[config.mk]
export PLATFORM = sky130hd
export DESIGN_NAME = frac_dec_digit_gen
export DESIGN_NICKNAME = d
export VERILOG_FILES = /design/src/rtl/frac_dec_digit_gen.sv
export SDC_FILE = /design/constraint.sdc
export NUM_CORES = 1
export LEC_CHECK = 0
export CAP_MARGIN = 20
export CORE_UTILIZATION = 60
export CTS_CLUSTER_DIAMETER = 30
export DETAILED_ROUTE_END_ITERATION = 10
export GPL_TIMING_DRIVEN = 1
export PLACE_DENSITY = 0.84
export SYNTH_ARGS = -nofsm -noshare
export SYNTH_HDL_FRONTEND = slang
export SYNTH_SLANG_ARGS = --single-unit
[constraint.sdc]
create_clock -name clk -period 10.63 [get_ports clk]
set_input_delay 1.063 -clock clk [delete_from_list [all_inputs] [get_ports clk]]
set_output_delay 1.063 -clock clk [all_outputs]
set_load 0.02 [all_outputs]
[src/rtl/frac_dec_digit_gen.sv]
// frac_dec_digit_gen
//   Converts an unsigned binary fraction (frac_in / 2^FRAC_W) into a stream of
//   BCD digits, most significant first. Each step multiplies the running
//   remainder by 10. The integer part of the product is the next digit and the
//   fractional part is the new remainder. Digits leave on a valid/ready
//   handshake.
//
//   Ports
//     clk        clock, rising edge
//     rst_n      asynchronous active-low reset
//     start      conversion request, sampled only while start_rdy=1
//     frac_in    fraction to convert, sampled with start
//     start_rdy  block is idle and can accept start
//     dig_valid  dig_out/dig_idx/dig_last are valid
//     dig_ready  consumer accepts the current digit
//     dig_out    BCD digit 0..9
//     dig_idx    digit position, 0 = first digit after the decimal point
//     dig_last   final digit of this conversion
//     done       one-cycle pulse after the last digit is accepted
//
//   state | meaning
//   IDLE  | waiting for start, start_rdy=1
//   EMIT  | a digit is presented on dig_out, dig_valid=1
//   DONE  | last digit accepted, done=1 for one cycle
module frac_dec_digit_gen #(
  parameter int FRAC_W       = 28,
  parameter int NDIG         = 8,
  parameter bit STOP_ON_ZERO = 1'b1
) (
  input  logic              clk,
  input  logic              rst_n,
  input  logic              start,
  input  logic [FRAC_W-1:0] frac_in,
  output logic              start_rdy,
  output logic              dig_valid,
  input  logic              dig_ready,
  output logic [3:0]        dig_out,
  output logic [3:0]        dig_idx,
  output logic              dig_last,
  output logic              done
);

  typedef enum logic [1:0] {IDLE, EMIT, DONE} state_t;

  localparam logic [3:0] LAST_IDX = 4'(NDIG - 1);

  state_t              state, state_nxt;
  logic [FRAC_W-1:0]   rem;
  logic [FRAC_W-1:0]   src;
  logic [FRAC_W+3:0]   src_ext;
  logic [FRAC_W+3:0]   prod;
  logic [3:0]          digit_nxt;
  logic [FRAC_W-1:0]   rem_nxt;
  logic [3:0]          idx_nxt;
  logic                last_nxt;
  logic                load;

  // The first digit comes from frac_in; every later one from the remainder.
  assign src       = (state == IDLE) ? frac_in : rem;
  assign src_ext   = {4'b0000, src};
  // x*10 as (x<<3)+(x<<1); 4 guard bits make overflow impossible.
  assign prod      = (src_ext << 3) + (src_ext << 1);
  assign digit_nxt = prod[FRAC_W+3:FRAC_W];
  assign rem_nxt   = prod[FRAC_W-1:0];
  assign idx_nxt   = (state == IDLE) ? 4'd0 : dig_idx + 4'd1;
  assign last_nxt  = (idx_nxt == LAST_IDX) || (STOP_ON_ZERO && (rem_nxt == '0));

  always_ff @(posedge clk or negedge rst_n) begin
    if (!rst_n) begin
      state <= IDLE;
    end else begin
      state <= state_nxt;
    end
  end

  always_comb begin
    state_nxt = state;
    load      = 1'b0;
    case (state)
      IDLE: begin
        if (start) begin
          load      = 1'b1;
          state_nxt = EMIT;
        end
      end
      EMIT: begin
        if (dig_ready) begin
          if (dig_last) begin
            state_nxt = DONE;
          end else begin
            load = 1'b1;
          end
        end
      end
      DONE:    state_nxt = IDLE;
      default: state_nxt = IDLE;
    endcase
  end

  // Digit registers only move on load, so they hold stable under backpressure.
  always_ff @(posedge clk or negedge rst_n) begin
    if (!rst_n) begin
      rem      <= '0;
      dig_out  <= 4'd0;
      dig_idx  <= 4'd0;
      dig_last <= 1'b0;
    end else if (load) begin
      rem      <= rem_nxt;
      dig_out  <= digit_nxt;
      dig_idx  <= idx_nxt;
      dig_last <= last_nxt;
    end
  end

  assign start_rdy = (state == IDLE);
  assign dig_valid = (state == EMIT);
  assign done      = (state == DONE);

endmodule

# --- Yosys cells after proc, flatten, opt, wreduce, memory -nomap -nowiden ---
# Index checks and enable logic that the tools add are counted.
word_totals:
  mem_count: 0
  mem_bits_ro: 0
  reg_bits: 39
  inputBits: 32
  mem_bits_rw: 0
  latch_bits: 0
classes:
  n_bitwise: 0
  div: 0
  reduce_logical: 4
  n_shift: 0
  muxes: 10
  eq_ne: 6
  multipliers: 0
  magnitude_cmp: 0
  n_addsub: 2
ops:
  columns: ["op", "n"]
  rows:
  - ["adder 31 x 29 -> 32 bit", 1]
  - ["zero test 28 bit", 1]
  - ["two-way mux 28 bit", 1]
  - ["two-way mux 2 bit", 3]
  - ["adder 4 x 1 -> 4 bit (second input constant)", 1]
  - ["== test 4 x 3 -> 1 bit (second input constant)", 1]
  - ["two-way mux 4 bit", 1]
  - ["inequality test 2 x 1 -> 1 bit (second input constant)", 2]
  - ["case mux 2 bit (2 select lines)", 1]
  - ["two-way mux 1 bit", 3]
  - ["AND reduction 3 bit", 1]
  - ["== test 2 x 1 -> 1 bit (second input constant)", 1]
  - ["== test 2 bit (second input constant)", 1]
  - ["zero test 2 bit", 1]
  - ["inequality test 2 bit (second input constant)", 1]
  - ["case mux 1 bit (2 select lines)", 1]
  - ["logical OR 1 bit", 1]

# --- Longest topological paths before layout ---
# Gate-level depths: netlist of run 1.
depth:
  depth_word: 5
  mapped_depth: 18
  mapped_depth_nobuf: 13

# --- Least setup slack after synthesis of run 1 ---
# OpenSTA, ideal clock, no wires.
synth_path:
  path_kind: "flip-flop to flip-flop"
  start: "register state[0]"
  end: "register dig_last"
  setup_slack_ns: 6.468
  stages_incl_launch_ff: 17
  arrival_time_ns: 4.085
  t_required_ns: 10.554
  path_cell_list: "dfrtp_1 -> buf_6 -> nor2_2 -> buf_6 -> buf_2 -> buf_1 -> mux2_2 -> ha_1 -> a21oi_2 -> o21bai_1 -> a21oi_1 -> o21ai_1 -> a311o_1 -> or3_1 -> a2111oi_2 -> nand4_1 -> o21ai_1"
synth_via:
  elab_chain_cells: 5
  elab_cells_between_ends: 9
  classes_between: "1 x add/sub; 2 x eq/ne; 3 x mux; 3 x reduce/logical"
synth_rtl:
  columns: ["element", "line_no", "rtl"]
  rows:
  - ["from (decl)", "47", "state_t state, state_nxt;"]
  - ["from (signal assigned)", "72", "state <= state_nxt;"]
  - ["zero test 2 bit", "59, 65, 79", null]
  - ["two-way mux 28 bit", "59", "assign src = (state == IDLE) ? frac_in : rem;"]
  - ["adder 31 x 29 -> 32 bit", "62", "assign prod = (src_ext << 3) + (src_ext << 1);"]
  - ["zero test 28 bit", "66", "assign last_nxt = (idx_nxt == LAST_IDX) || (STOP_ON_ZERO && (rem_nxt == '0));"]
  - ["logical OR 1 bit", "66", null]
  - ["to (signal assigned)", "111", "dig_last <= last_nxt;"]
  - ["to (decl)", "39", "output logic dig_last,"]
# Parallel ways exist; a longest one is shown, timed or not.
# A chain may end at the register's enable or synchronous reset.

# --- Worst setup path in the final report of run 1 ---
# Ends and elaborated chain as after synthesis.

==> flow_summary.yaml, run 1 <==
clock_network:
  cts.repair.resized: 0
  htreeDepth: 2
  cts_tree: "yes"
  clk_latency_ns: 0.29
  cts_buffers: 5
  clock-sinks: 38
  cts_hold_buf: 0
  path_clk_slew_ns: 0.08
  cts_setup_buffers: 0
  cts-root-buf: "clkbuf_8"
  cts_buffer_depth: 2
synthesis:
  synthFlopType: "dfrtp_1"
  netlist_area_mm2: 0.00406
  netlist_instances: 473
  syn_area_per_cell_um2: 8.58
  synth_seq_cells: 38
  async_flop_share_pct: 100
  synth_nets: 528
  ys_warn_count: 0
  synth_edf_count: 0
  ys_seq_area_share_pct: 23.4
  synth.distinct_cells: 71
sta:
  setup_viol: 0
  min_period_ns: 4.70
  rsz0062_at_grt: "false"
  skew_ns: 0.00871
  worst_slew_pin_slew_ns: 0.899
  final_hold_viol_count: 0
  fmax_mhz: 213
  drv_slew: 0
  min_period_over_period_pct: 44.2
  slew_headroom_pct: 40.1
  tns_ns: 0
die:
  core_mm2: 0.00642
  dieArea_mm2: 0.00710
  pin_count: 44
  die_w_um: 84.3
  floorplan.initialDensity_pct: 63.2
  die_h_um: 84.3
  rows: 29
grt:
  grt_remaining_overflow: 0
  grt_pass1_wl_um: 16500
  antenna_found_initial: 0
  grt_start_max_net_pins: 58
  grt_usage_pct: 28.5
  grt_pass1_vias: 3443
route:
  via_per_inst: 6.52
  drt_wl_total_um: 10100
  firstDrtPassIters: 8
  via_count: 3737
  drt_iter0_drc: 294
  drc: 8
  final_antenna_net_count: 0
  routedWlPerCell_um: 17.7
worst_setup_path:
  r2r-start: "state[0]"
  required_ns: 10.85
  cp_slowest_cell: "dfrtp_1"
  cpMostUsedCell: "o21ai_1"
  ff2ff_setup_slack_ns: 5.93
  endpoint_kind: "register"
  r2r_cells: 13
  rr_endpoint: "dig_last"
  worstPathCellList: "nor2_4 > buf_4 > mux2_2 > ha_1 > a21oi_2 > o21bai_1 > a21oi_1 > o21ai_1 > a311o_1 > or3_1 > a2111oi_2 > nand4_1 > o21ai_1"
  arrival_ns: 4.92
  critPathMaxFanout: 27
  critPathLaunchType: "register"
  slowest_delay_ns: 0.62
  path_class: "reg2reg"
cells_and_area:
  nets: 550
  fill_cells: 539
  drive_above_1_share_pct: 12.9
  antenna_cells: 0
  syn_to_final_growth_pct: 11.7
hold_path:
  hold_depth: 2
  hold_start: "rem[16]"
  hp-class: "reg2reg"
  holdPathEnd: "rem[16]"
placement:
  place_congestion: 0.908
  port_buffers: 43
  hpwlAfterDp_um: 7680
job:
  drv_cap: 0
run_status:
  outcome: "complete, but fails checks"
  violations: "design-rule violations"
worst max-delay path: cells and delay by family (launching register included):
kind / cells / cell delay (ns)
mux: 1 / 0.40
simple gates: 3 / 0.92
compound gates: 7 / 1.85
flops: 1 / 0.62
fa+ha+maj: 1 / 0.40
buf+inv: 1 / 0.42
kinds of logic after synthesis:
kind of cell / after synthesis / synth area share, %
fa+ha+maj: 27 / 8.32
buf+inv: 47 / 5.55
xor+xnor: 28 / 6.04
flops: 38 / 23.4
simple gates: 138 / 18.5
compound gates: 147 / 25.3
mux: 48 / 12.9
layout make-up:
cell class / count / area, um^2 / share of cell area [%]
sequential: 38 / 951 / 21.0
clock buffer: 6 / 82.6 / 1.82
clock inverter: 2 / 12.5 / 0.276
multi-input combinational: 388 / 2890 / 63.7
inverter: 17 / 63.8 / 1.41
tap: 77 / 96.3 / 2.12
timing repair buffer: 45 / 440 / 9.71
metrics by stage:
stage | cells | utilization [%] | area (um^2) | hold slack, ns | setup WS (ns)
detailed placement | 565 | 69.1 | 4440 | 0.472 | 6.00
CTS | 573 | 70.6 | 4530 | 0.492 | 6.01
global placement | 565 | 69.1 | 4440 | 0.457 | 6.06
global route | 573 | 70.6 | 4530 | 0.519 | 5.63
floorplan | 473 | - | 4060 | 0.442 | 6.47
finish | 573 | 70.6 | 4530 | 0.485 | 5.93
per-layer routing:
| metal | wire (um) | global-route usage (%) | part of all wire (%) |
|---|---|---|---|
| met2 | 4840 | 48.7 | 48 |
| met3 | 550 | 3.93 | 5.4 |
| met1 | 4540 | 37.2 | 45 |
| met4 | 210 | 9.09 | 2.1 |
| met5 | 0 | 0 | 0 |
worst max path at each step:
stage                from        to  slack [ns]  cells past startpoint
2_1_floorplan    state[0]  dig_last        6.47                     16
3_3_place_gp     state[0]  dig_last        6.06                     13
3_5_place_dp   frac_in[2]  dig_last        6.00                     14
4_1_cts          state[0]  dig_last        6.01                     13
5_1_grt          state[0]  dig_last        5.63                     13
6_report         state[0]  dig_last        5.93                     13
registers in the layout, summed over array words and instances (netlist names):
| name | count |
|---|---|
| dig_last | 1 |
| rem | 27 |
| state | 2 |
| dig_idx | 4 |
| dig_out | 4 |
cells in the mapped netlist (5+ instances only):
cell type | n | area (um^2)
a211oi_1 | 6 | 45.0
nor4_1 | 5 | 31.3
o211ai_1 | 10 | 75.1
a21oi_1 | 28 | 140
clkbuf_1 | 18 | 67.6
nand3_1 | 10 | 50.1
nor3_1 | 5 | 25.0
nand3b_1 | 6 | 45.0
nand2_1 | 36 | 135
mux2_2 | 34 | 383
nor2b_1 | 5 | 31.3
ha_1 | 22 | 275
and3_1 | 9 | 56.3
mux2i_1 | 14 | 140
o21ai_1 | 6 | 30.0
dfrtp_1 | 38 | 951
nand4_1 | 7 | 43.8
buf_6 | 5 | 56.3
inv_1 | 17 | 63.8
and2_1 | 5 | 31.3
xor2_1 | 11 | 96.3
o21ai_0 | 27 | 135
a31oi_1 | 7 | 43.8
nand2b_1 | 9 | 56.3
nor2_1 | 20 | 75.1
a21o_1 | 20 | 150
xnor2_1 | 17 | 149
cells in the final DEF (no fill, tap or decap), drive strengths merged, types with 10 or more instances in the layout:
cell type / instances
a21oi: 29
nand2: 36
inv: 17
ha: 22
clkdlybuf4s50: 42
o21ai: 34
xnor2: 17
mux2i: 14
mux2: 34
dfrtp: 38
o211ai: 10
nand3: 10
xor2: 11
a21o: 21
nor2: 21
Power of run 1 is left out: the tool's default activity adds up to more than one toggle a clock period on the data nets, which glitch-free logic cannot reach.
==> run 2, diff against run 1 <==
--- a/config.mk
+++ b/config.mk
@@ -6,11 +6,11 @@
 export NUM_CORES = 1
 export LEC_CHECK = 0
 export CAP_MARGIN = 20
-export CORE_UTILIZATION = 60
+export CORE_UTILIZATION = 53
 export CTS_CLUSTER_DIAMETER = 30
 export DETAILED_ROUTE_END_ITERATION = 10
 export GPL_TIMING_DRIVEN = 1
-export PLACE_DENSITY = 0.84
+export PLACE_DENSITY = 0.79
 export SYNTH_ARGS = -nofsm -noshare
 export SYNTH_HDL_FRONTEND = slang
 export SYNTH_SLANG_ARGS = --single-unit
==> constraint.sdc (replaced) <==
create_clock -name clk -period 4.3 [get_ports clk]
set_input_delay 0.43 -clock clk [delete_from_list [all_inputs] [get_ports clk]]
set_output_delay 0.43 -clock clk [all_outputs]
set_load 0.02 [all_outputs]
==> flow_summary.yaml, run 2 (synthesis results as in run 1) <==
run_status:
  outcome: "completed"
grt:
  grt_remaining_overflow: 0
  grt_pass1_vias: 3675
  grt_pass1_wl_um: 17600
  grt_start_max_net_pins: 58
  grt_usage_pct: 28.9
  antenna_found_initial: 0
worst_setup_path:
  worstPathCellList: "nor2_4 > buf_4 > buf_4 > mux2_2 > ha_1 > inv_1 > a21oi_1 > a211oi_2 > a31oi_1 > nand3_1 > o31ai_1 > and3_1 > o2111ai_1 > o21ai_1"
  critPathMaxFanout: 13
  critPathLaunchType: "register"
  endpoint_kind: "register"
  arrival_ns: 4.09
  critPathTopFamily: "compound AO/OA/AOI/OAI gates"
  cp_num_buf_inv: 3
  path_class: "reg2reg"
  slowest_delay_ns: 0.51
  cpMostUsedCell: "buf_4"
  cp_slowest_cell: "o31ai_1"
  required_ns: 4.53
sta:
  tns_ns: 0
  rsz0062_at_grt: "false"
  skew_ns: 0.00971
  min_period_ns: 3.86
  slew_headroom_pct: 41.5
  setup_ws_ns: 0.444
  final_hold_viol_count: 0
  fmax_mhz: 259
  setup_viol: 0
  drv_slew: 0
  min_period_over_period_pct: 89.7
  worst_slew_pin_slew_ns: 0.877
route:
  routedWlPerCell_um: 17.6
  drt_iter0_drc: 249
  firstDrtPassIters: 8
  via_count: 3819
  final_antenna_net_count: 0
  via_per_inst: 6.29
  drt_wl_total_um: 10700
  drc: 0
cells_and_area:
  antenna_cells: 0
  largest_reg_flops: 27
  nets: 562
  drive_above_1_share_pct: 15.0
  stdcell_count: 607
  layout_commonest_cell: "clkdlybuf4s50_1"
  syn_to_final_growth_pct: 14.9
  top_register: "rem"
  layout_common_cells: "42 x clkdlybuf4s50_1, 38 x dfrtp_1, 36 x nand2_1"
  top_regs: "rem x27, dig_idx x4, dig_out x4"
die:
  dieArea_mm2: 0.00801
  die_w_um: 89.5
  core_mm2: 0.00733
  die_h_um: 89.5
  pin_count: 44
  rows: 31
  floorplan.initialDensity_pct: 55.4
placement:
  post-place-cells: 595
  dp_worst_setup_slack_ns: 0.275
  hpwlAfterDp_um: 8030
  place_congestion: 0.932
  port_buffers: 43
clock_network:
  htreeDepth: 2
  path_clk_slew_ns: 0.09
  cts_buffer_depth: 2
  cts_buffers: 5
  clock-sinks: 38
  cts.repair.resized: 0
  clk_latency_ns: 0.30
  cts_tree: "yes"
  cts-root-buf: "clkbuf_8"
hold_path:
  hp-class: "in2async"
job:
  drv_cap: 0
-- run 2: final timing paths --
kind	from	slack, ns	to	cells past startpoint
setup / recovery	state[1]	0.44	dig_last	14
min in group clk	rem[14]	0.49	rem[14]	2
setup reg to reg	state[1]	0.44	dig_last	14
hold / removal	rst_n	0.24	rem[22]	1
max in group asynchronous	rst_n	3.50	rem[27]	1
hold reg to reg	rem[14]	0.49	rem[14]	2
-- run 2: stage by stage --
step	util, %	instance area (um^2)	hold WS (ns)
2_1_floorplan	-	4060	0.134
3_3_place_gp	61.9	4540	0.458
3_5_place_dp	61.9	4540	0.470
4_1_cts	63.2	4630	0.280
5_1_grt	63.6	4660	0.320
6_report	63.6	4660	0.240
-- run 2: per-layer routing --
metal  share of wire (%)  vias up  track usage (%)
li1                    -     1845                -
met1                  42     1772             35.5
met2                  48      164             49.6
met3                 6.3       38             5.26
met4                 3.3        0             12.4
met5                   0        -                0
-- run 2: layout make-up --
class	count	area, um^2
Clock buffer	6	82.6
Clock inverter	2	12.5
Fill cell	608	2670
Inverter	17	63.8
Multi-Input combinational cell	388	2890
Sequential cell	38	951
Tap cell	99	124
Timing Repair Buffer	57	543
-- run 2: repair_timing --
action,in CTS,in global routing
hold buffers,0,0
buffers inserted,0,4
setup endpoints to repair,0,1
endpoints found under the hold margin,0,0
Power of run 2 is left out for the same reason.
==> run 3, diff against run 2 <==
--- a/config.mk
+++ b/config.mk
@@ -5,7 +5,9 @@
 export SDC_FILE = /design/constraint.sdc
 export NUM_CORES = 1
 export LEC_CHECK = 0
+export ABC_CLOCK_PERIOD_IN_PS = 4300
 export CAP_MARGIN = 20
+export CORE_ASPECT_RATIO = 0.5
 export CORE_UTILIZATION = 53
 export CTS_CLUSTER_DIAMETER = 30
 export DETAILED_ROUTE_END_ITERATION = 10
==> flow_summary.yaml, run 3 (synthesis results as in run 1) <==
clock_network:
  cts_setup_buffers: 0
  path_clk_slew_ns: 0.06
  htreeDepth: 2
  cts_hold_buf: 0
  cts-root-buf: "clkbuf_16"
  clk_latency_ns: 0.29
  cts_buffers: 5
  cts.repair.resized: 0
  cts_buffer_depth: 2
  cts_tree: "yes"
  clock-sinks: 38
placement:
  hpwlAfterDp_um: 7630
  port_buffers: 43
  place_congestion: 0.903
worst_setup_path:
  critPathMaxFanout: 39
  critPathLaunchType: "register"
  cpMostUsedCell: "o21ai_1"
  r2r_cells: 13
  required_ns: 4.52
  arrival_ns: 4.11
  path_class: "reg2reg"
  slowest_delay_ns: 0.42
  cp_slowest_cell: "a311o_1"
  endpoint_kind: "register"
  worstPathCellList: "nor2_4 > buf_12 > mux2_2 > ha_1 > a21oi_2 > o21bai_1 > a21oi_1 > o21ai_1 > a311o_1 > or3_1 > a2111oi_2 > nand4_1 > o21ai_1"
die:
  dieArea_mm2: 0.00803
  die_w_um: 126
  die_h_um: 63.9
  rows: 22
  floorplan.initialDensity_pct: 55.0
  core_mm2: 0.00738
  pin_count: 44
grt:
  grt_remaining_overflow: 0
  grt_usage_pct: 26.9
  grt_pass1_vias: 3470
  antenna_found_initial: 0
  grt_start_max_net_pins: 58
  grt_pass1_wl_um: 17100
cells_and_area:
  top_register: "rem"
  nets: 558
  top_regs: "rem x27, dig_idx x4, dig_out x4"
  layout_common_cells: "42 x clkdlybuf4s50_1, 38 x dfrtp_1, 36 x nand2_1"
  syn_to_final_growth_pct: 16.6
  drive_above_1_share_pct: 14.3
  largest_reg_flops: 27
  antenna_cells: 0
  layout_commonest_cell: "clkdlybuf4s50_1"
sta:
  min_period_ns: 3.89
  slew_headroom_pct: 39.5
  drv_slew: 0
  worst_slew_pin_slew_ns: 0.908
  tns_ns: 0
  holdWs_ns: 0.269
  setup_viol: 0
  fmax_mhz: 257
  final_hold_viol_count: 0
  min_period_over_period_pct: 90.4
  rsz0062_at_grt: "false"
  skew_ns: 0.00834
route:
  via_count: 3766
  firstDrtPassIters: 5
  via_per_inst: 6.28
  drt_iter0_drc: 322
  routedWlPerCell_um: 17.2
  drt_wl_total_um: 10300
  final_antenna_net_count: 0
  drc: 0
run_status:
  outcome: "completed"
hold_path:
  hp-class: "in2async"
job:
  drv_cap: 0
==> run 3: cell types whose count changed in the layout (fill, tap and decap cells not counted) <==
cell,change
clkbuf_8,-5
buf_4,-4
clkinvlp_4,-1
bufinv_16,+2
clkbuf_16,+5
clkinv_2,-1
==> run 3: per-stage QoR <==
step	area, um^2	util (%)	worst slack, ns	instances
after floorplan	4060	-	0.138	473
after CTS	4730	64.2	0.457	600
after detailed placement	4540	61.5	0.328	592
after global routing	4730	64.2	0.233	600
after global placement	4540	61.5	0.400	592
final	4730	64.2	0.411	600
==> run 3: path summary, 6_finish.rpt <==
path                       startpoint       end  slack (ns)
max in group asynchronous       rst_n   rem[26]        3.46
min reg2reg                   rem[26]   rem[26]        0.48
max                          state[0]  dig_last        0.41
min                             rst_n   rem[23]        0.27
min in group clk              rem[26]   rem[26]        0.48
max reg2reg                  state[0]  dig_last        0.41
==> run 3: routing by layer <==
| layer | track usage [%] | wire (um) | up-vias |
|---|---|---|---|
| met5 | 0 | 0 | - |
| met4 | 6.93 | 96 | 0 |
| met3 | 5.44 | 680 | 11 |
| met2 | 42.7 | 4620 | 135 |
| met1 | 37.6 | 4930 | 1796 |
| li1 | - | - | 1824 |
==> run 3: area by class of cell <==
cell class,instances,area (um^2)
Multi-Input combinational cell,388,2890
Fill cell,620,2640
Sequential cell,38,951
Timing Repair Buffer,53,513
Clock buffer,6,139
Tap cell,96,120
Clock inverter,2,60.1
Inverter,17,63.8
==> run 3: worst max-delay path, delay by kind of cell (launching register included) <==
kind / cells / cell delay [ns]
flops: 1 / 0.40
mux: 1 / 0.39
simple gates: 3 / 0.65
compound gates: 7 / 1.79
fa+ha+maj: 1 / 0.33
buf+inv: 1 / 0.24
Power of run 3 is left out for the same reason.
==> variant 1 (flow settings as in run 3) <==
`NDIG`: 8 -> 6.
--- a/src/rtl/frac_dec_digit_gen.sv
+++ b/src/rtl/frac_dec_digit_gen.sv
@@ -24,7 +24,7 @@
 //   DONE  | last digit accepted, done=1 for one cycle
 module frac_dec_digit_gen #(
   parameter int FRAC_W       = 28,
-  parameter int NDIG         = 8,
+  parameter int NDIG         = 6,
   parameter bit STOP_ON_ZERO = 1'b1
 ) (
   input  logic              clk,
Function: changed (Yosys sat finds a counterexample within 10 cycles, from zero or initial values and one cycle with rst_n low).
==> variant 1 against run 3 <==
- synthesized area fell by 8.7%
- design area fell by 8.3%
- sequential cell count did not move
- worst setup slack got worse by 0.18 ns
- wire length fell by 7.6%
- non-clock buffer count fell by 2
- critical endpoint unchanged
- hold slack improved by 0.0052 ns
Power is left out: the tool's default activity adds up to more than one toggle a clock period on the data nets, which glitch-free logic cannot reach.
==> variant 1: results (changes against run 3) <==
- Final Hold Slack: 0.2743 ns (+0.005217 ns)
- R2R setup slack: 0.28 ns (-0.13 ns)
- Met1 Usage GRT: 38.41% (+0.85 points)
- Routed met1 length: 4.714 mm (-4.3%)
- Synth Area in Compound Gates: 24.96% (-0.32 points)
- Total nets after synthesis: 522 (-1.1%)
- Filler instances: 612 (-1.3%)
- Status: finished, final reports clean
- Mux contribution to synthesized area: 4.796% (-8.1 points)
- Crit Path Max Fanout: 5 (-87%)
- Number of instances in the placed design: 584 (-1.4%)
- Synth unique cells: 76 (+7.0%)
- Top cells by count, synth: 103 x nand2_1, 38 x dfrtp_1, 34 x o21ai_0
- WL met2: 4.280 mm (-7.4%)
- DR vias/cell: 5.956 (-5.1%)
- Met2 usage: 44.09% (+1.4 points)
- Fmax: 0.2458 GHz (-4.4%)
- M3 GR Usage: 3.889% (-1.6 points)
- Worst reg2reg path depth: 16 (+3)
- FF-to-FF Start: state[1]
- Synth Area in XOR/XNOR: 8.038% (+2.0 points)
- Detailed Place HPWL: 7.054 mm (-7.5%)
- Sequential-to-total area share from yosys stat: 25.67% (+2.2 points)
- Placed Area: 4178 sq um (-7.9%)
- First DRT Iteration DRCs: 302 (-6.2%)
- DR vias: 3526 (-6.4%)
- Post-synthesis adder-cell area fraction: 8.848% (+0.53 points)
- First-pass GRT wire length: 15.36 mm (-10%)
- Slowest-stage cell, CP: or3b_2
- Nets: 554 (-0.72%)
- Routed WL per cell: 16.12 microns (-6.4%)
- Layout cells sized above 1: 7.800% (-6.5 points)
- Routability cong.: 0.9157 (+1.4%)
- Largest stage delay, worst path: 0.50 ns (+0.08 ns)
- Critical path arrival: 4.28 ns (+0.17 ns)
- All-Layer GR Usage: 26.77% (-0.16 points)
## variant 1: cell count changes in the layout (fill, tap and decap cells not counted), moves of 4 or more
cell / run 3 / this run
a31oi_1: 7 / 3
nand2_1: 36 / 103
mux2_2: 34 / 3
and3_1: 9 / 4
xor2_1: 11 / 6
nor4_1: 5 / 1
nand2b_1: 9 / 2
o21ai_0: 27 / 34
a21oi_1: 28 / 19
xnor2_1: 17 / 28
mux2i_1: 14 / 9
a21o_1: 20 / 14
## variant 1: layout make-up
type                    instances  area [sq um]  share of cell area (%)
flip-flops and latches         38         950.9                   21.91
clock inverters                 1         30.03                  0.6918
inverters                      15         56.30                   1.297
repair buffers                 51         485.5                   11.18
multi-input cells             388          2570                   59.21
well taps                      92         115.1                   2.652
clock buffers                   7         132.6                   3.056
==> variant 2 (settings of run 3) <==
Made on the original files. Make the reset (`rst_n`) synchronous in 2 clocked blocks. Comments in the files are not updated.
--- a/src/rtl/frac_dec_digit_gen.sv
+++ b/src/rtl/frac_dec_digit_gen.sv
@@ -65,7 +65,7 @@
   assign idx_nxt   = (state == IDLE) ? 4'd0 : dig_idx + 4'd1;
   assign last_nxt  = (idx_nxt == LAST_IDX) || (STOP_ON_ZERO && (rem_nxt == '0));
 
-  always_ff @(posedge clk or negedge rst_n) begin
+  always_ff @(posedge clk) begin
     if (!rst_n) begin
       state <= IDLE;
     end else begin
@@ -98,7 +98,7 @@
   end
 
   // Digit registers only move on load, so they hold stable under backpressure.
-  always_ff @(posedge clk or negedge rst_n) begin
+  always_ff @(posedge clk) begin
     if (!rst_n) begin
       rem      <= '0;
       dig_out  <= 4'd0;
Check against the original RTL: differs if rst_n is asserted again (counterexample within 4 cycles, from zero or initial values and one cycle with rst_n low); with rst_n held inactive, the same outputs for 4 cycles.
==> variant 2 against run 3 <==
- global-route usage up 2.9 points
- wire length increased by 7.1%
- worst setup slack worse by 0.21 ns
- via count rose by 7.3%
- design area decreased by 0.34%
- sequential cell count stayed put
- final cell count rose by 7.0%
- synthesized area fell by 2.8%
- critical path type is now in2reg
==> variant 2: results (changes against run 3) <==
- Pre-CTS WS: -0.1121 ns (-0.4400 ns)
- Crit Path Max Fanout: 3 (-92%)
- First-pass GRT wire length: 18.42 mm (+7.7%)
- Root Driver: clkbuf_16
- Final std cells w/o fill: 642 (+7.0%)
- Routed WL per cell: 17.24 microns (+0.14%)
- Status: finished, final reports clean
- Layout cells sized above 1: 12.00% (-2.3 points)
- CTS Buf Count: 5 (unchanged)
- Worst Tran Pin Value: 0.6418 ns (-0.2657 ns)
- Critical path arrival: 4.34 ns (+0.23 ns)
- Vias in the first global route: 3878 (+12%)
- Largest net degree at the start of global routing: 40 (-31%)
- Largest stage delay, worst path: 0.56 ns (+0.14 ns)
- Total nets after synthesis: 565 (+7.0%)
- Top cells by count, synth: 64 x nand2_1, 38 x a21oi_1, 38 x dfxtp_1
- DR vias: 4040 (+7.3%)
- Sequential-to-total area share from yosys stat: 19.29% (-4.1 points)
- Async SR Flop Fraction: 0% (-100 points)
- Synth area leaders: dfxtp_1 19%, ha_1 7.0%, mux2_2 6.6%
- Clock skew: 0.005271 ns (-0.003072 ns)
- Slowest-stage cell, CP: a2111oi_1
- Synth unique cells: 73 (+2.8%)
- Gr ovfl total: 0 (unchanged)
- All-Layer GR Usage: 29.80% (+2.9 points)
- Detailed Place HPWL: 8.103 mm (+6.3%)
- Main flop type after synthesis: dfxtp_1
- Worst hold path class: reg2reg
- Mapped Cells: 510 (+7.8%)
- First DRT Iteration DRCs: 292 (-9.3%)
- Routability cong.: 0.9445 (+4.6%)
- Number of instances in the placed design: 634 (+7.1%)
- Peak supply drop: 0.1772 mV
-- variant 2: layer usage --
metal  track usage (%)  share of wire, %  vias up
met2             48.33                44      144
met1             40.22                48     1902
met5                 0                 0        -
met4             9.375               1.7        0
li1                  -                 -     1972
met3             4.653               6.7       22
-- variant 2: final cells by class --
type	count	area, sq um
Timing Repair Buffer	62	576.8
Inverter	16	60.06
Sequential cell	38	760.7
Clock inverter	2	60.06
Tap cell	92	115.1
Clock buffer	6	138.9
Fill cell	593	2218
Multi-Input combinational cell	426	3007
-- variant 2: final timing paths --
check,from,endpoint,slack [ns],cells past startpoint
setup / recovery,frac_in[2],rem[25],0.20,16
hold / removal,rem[23],rem[23],0.46,2
setup reg to reg,state[1],dig_last,0.24,14
hold reg to reg,rem[23],rem[23],0.46,2
-- variant 2: power breakdown --
part	total, mW	internal [mW]	switching (mW)
registers	0.430	0.396	0.0346
clock network	0.509	0.349	0.160
logic	0.840	0.357	0.483
total	1.78	1.10	0.678
-- variant 2: per-stage QoR --
step / setup TNS (ns) / power, mW / utilization (%) / instance area, sq um
3_5_place_dp: -0.2229 / 1.240 / 64.79 / 4494
6_report: 0 / 1.779 / 68.02 / 4718
5_1_grt: -0.006283 / 1.879 / 68.02 / 4718
4_1_cts: 0 / 1.754 / 67.66 / 4693
3_3_place_gp: 0 / 1.228 / 64.79 / 4494
2_1_floorplan: 0 / 1.028 / - / 3945
-- variant 2: cells by family after synthesis --
| kind of cell | share of synthesized area [%] |
|---|---|
| buffers and inverters | 5.108 |
| AOI/OAI and AO/OA | 27.19 |
| adders and majority gates | 7.995 |
| xor gates and xnor gates | 5.330 |
| DFF | 19.29 |
| and+or+nand+nor | 24.56 |
| muxes | 10.53 |
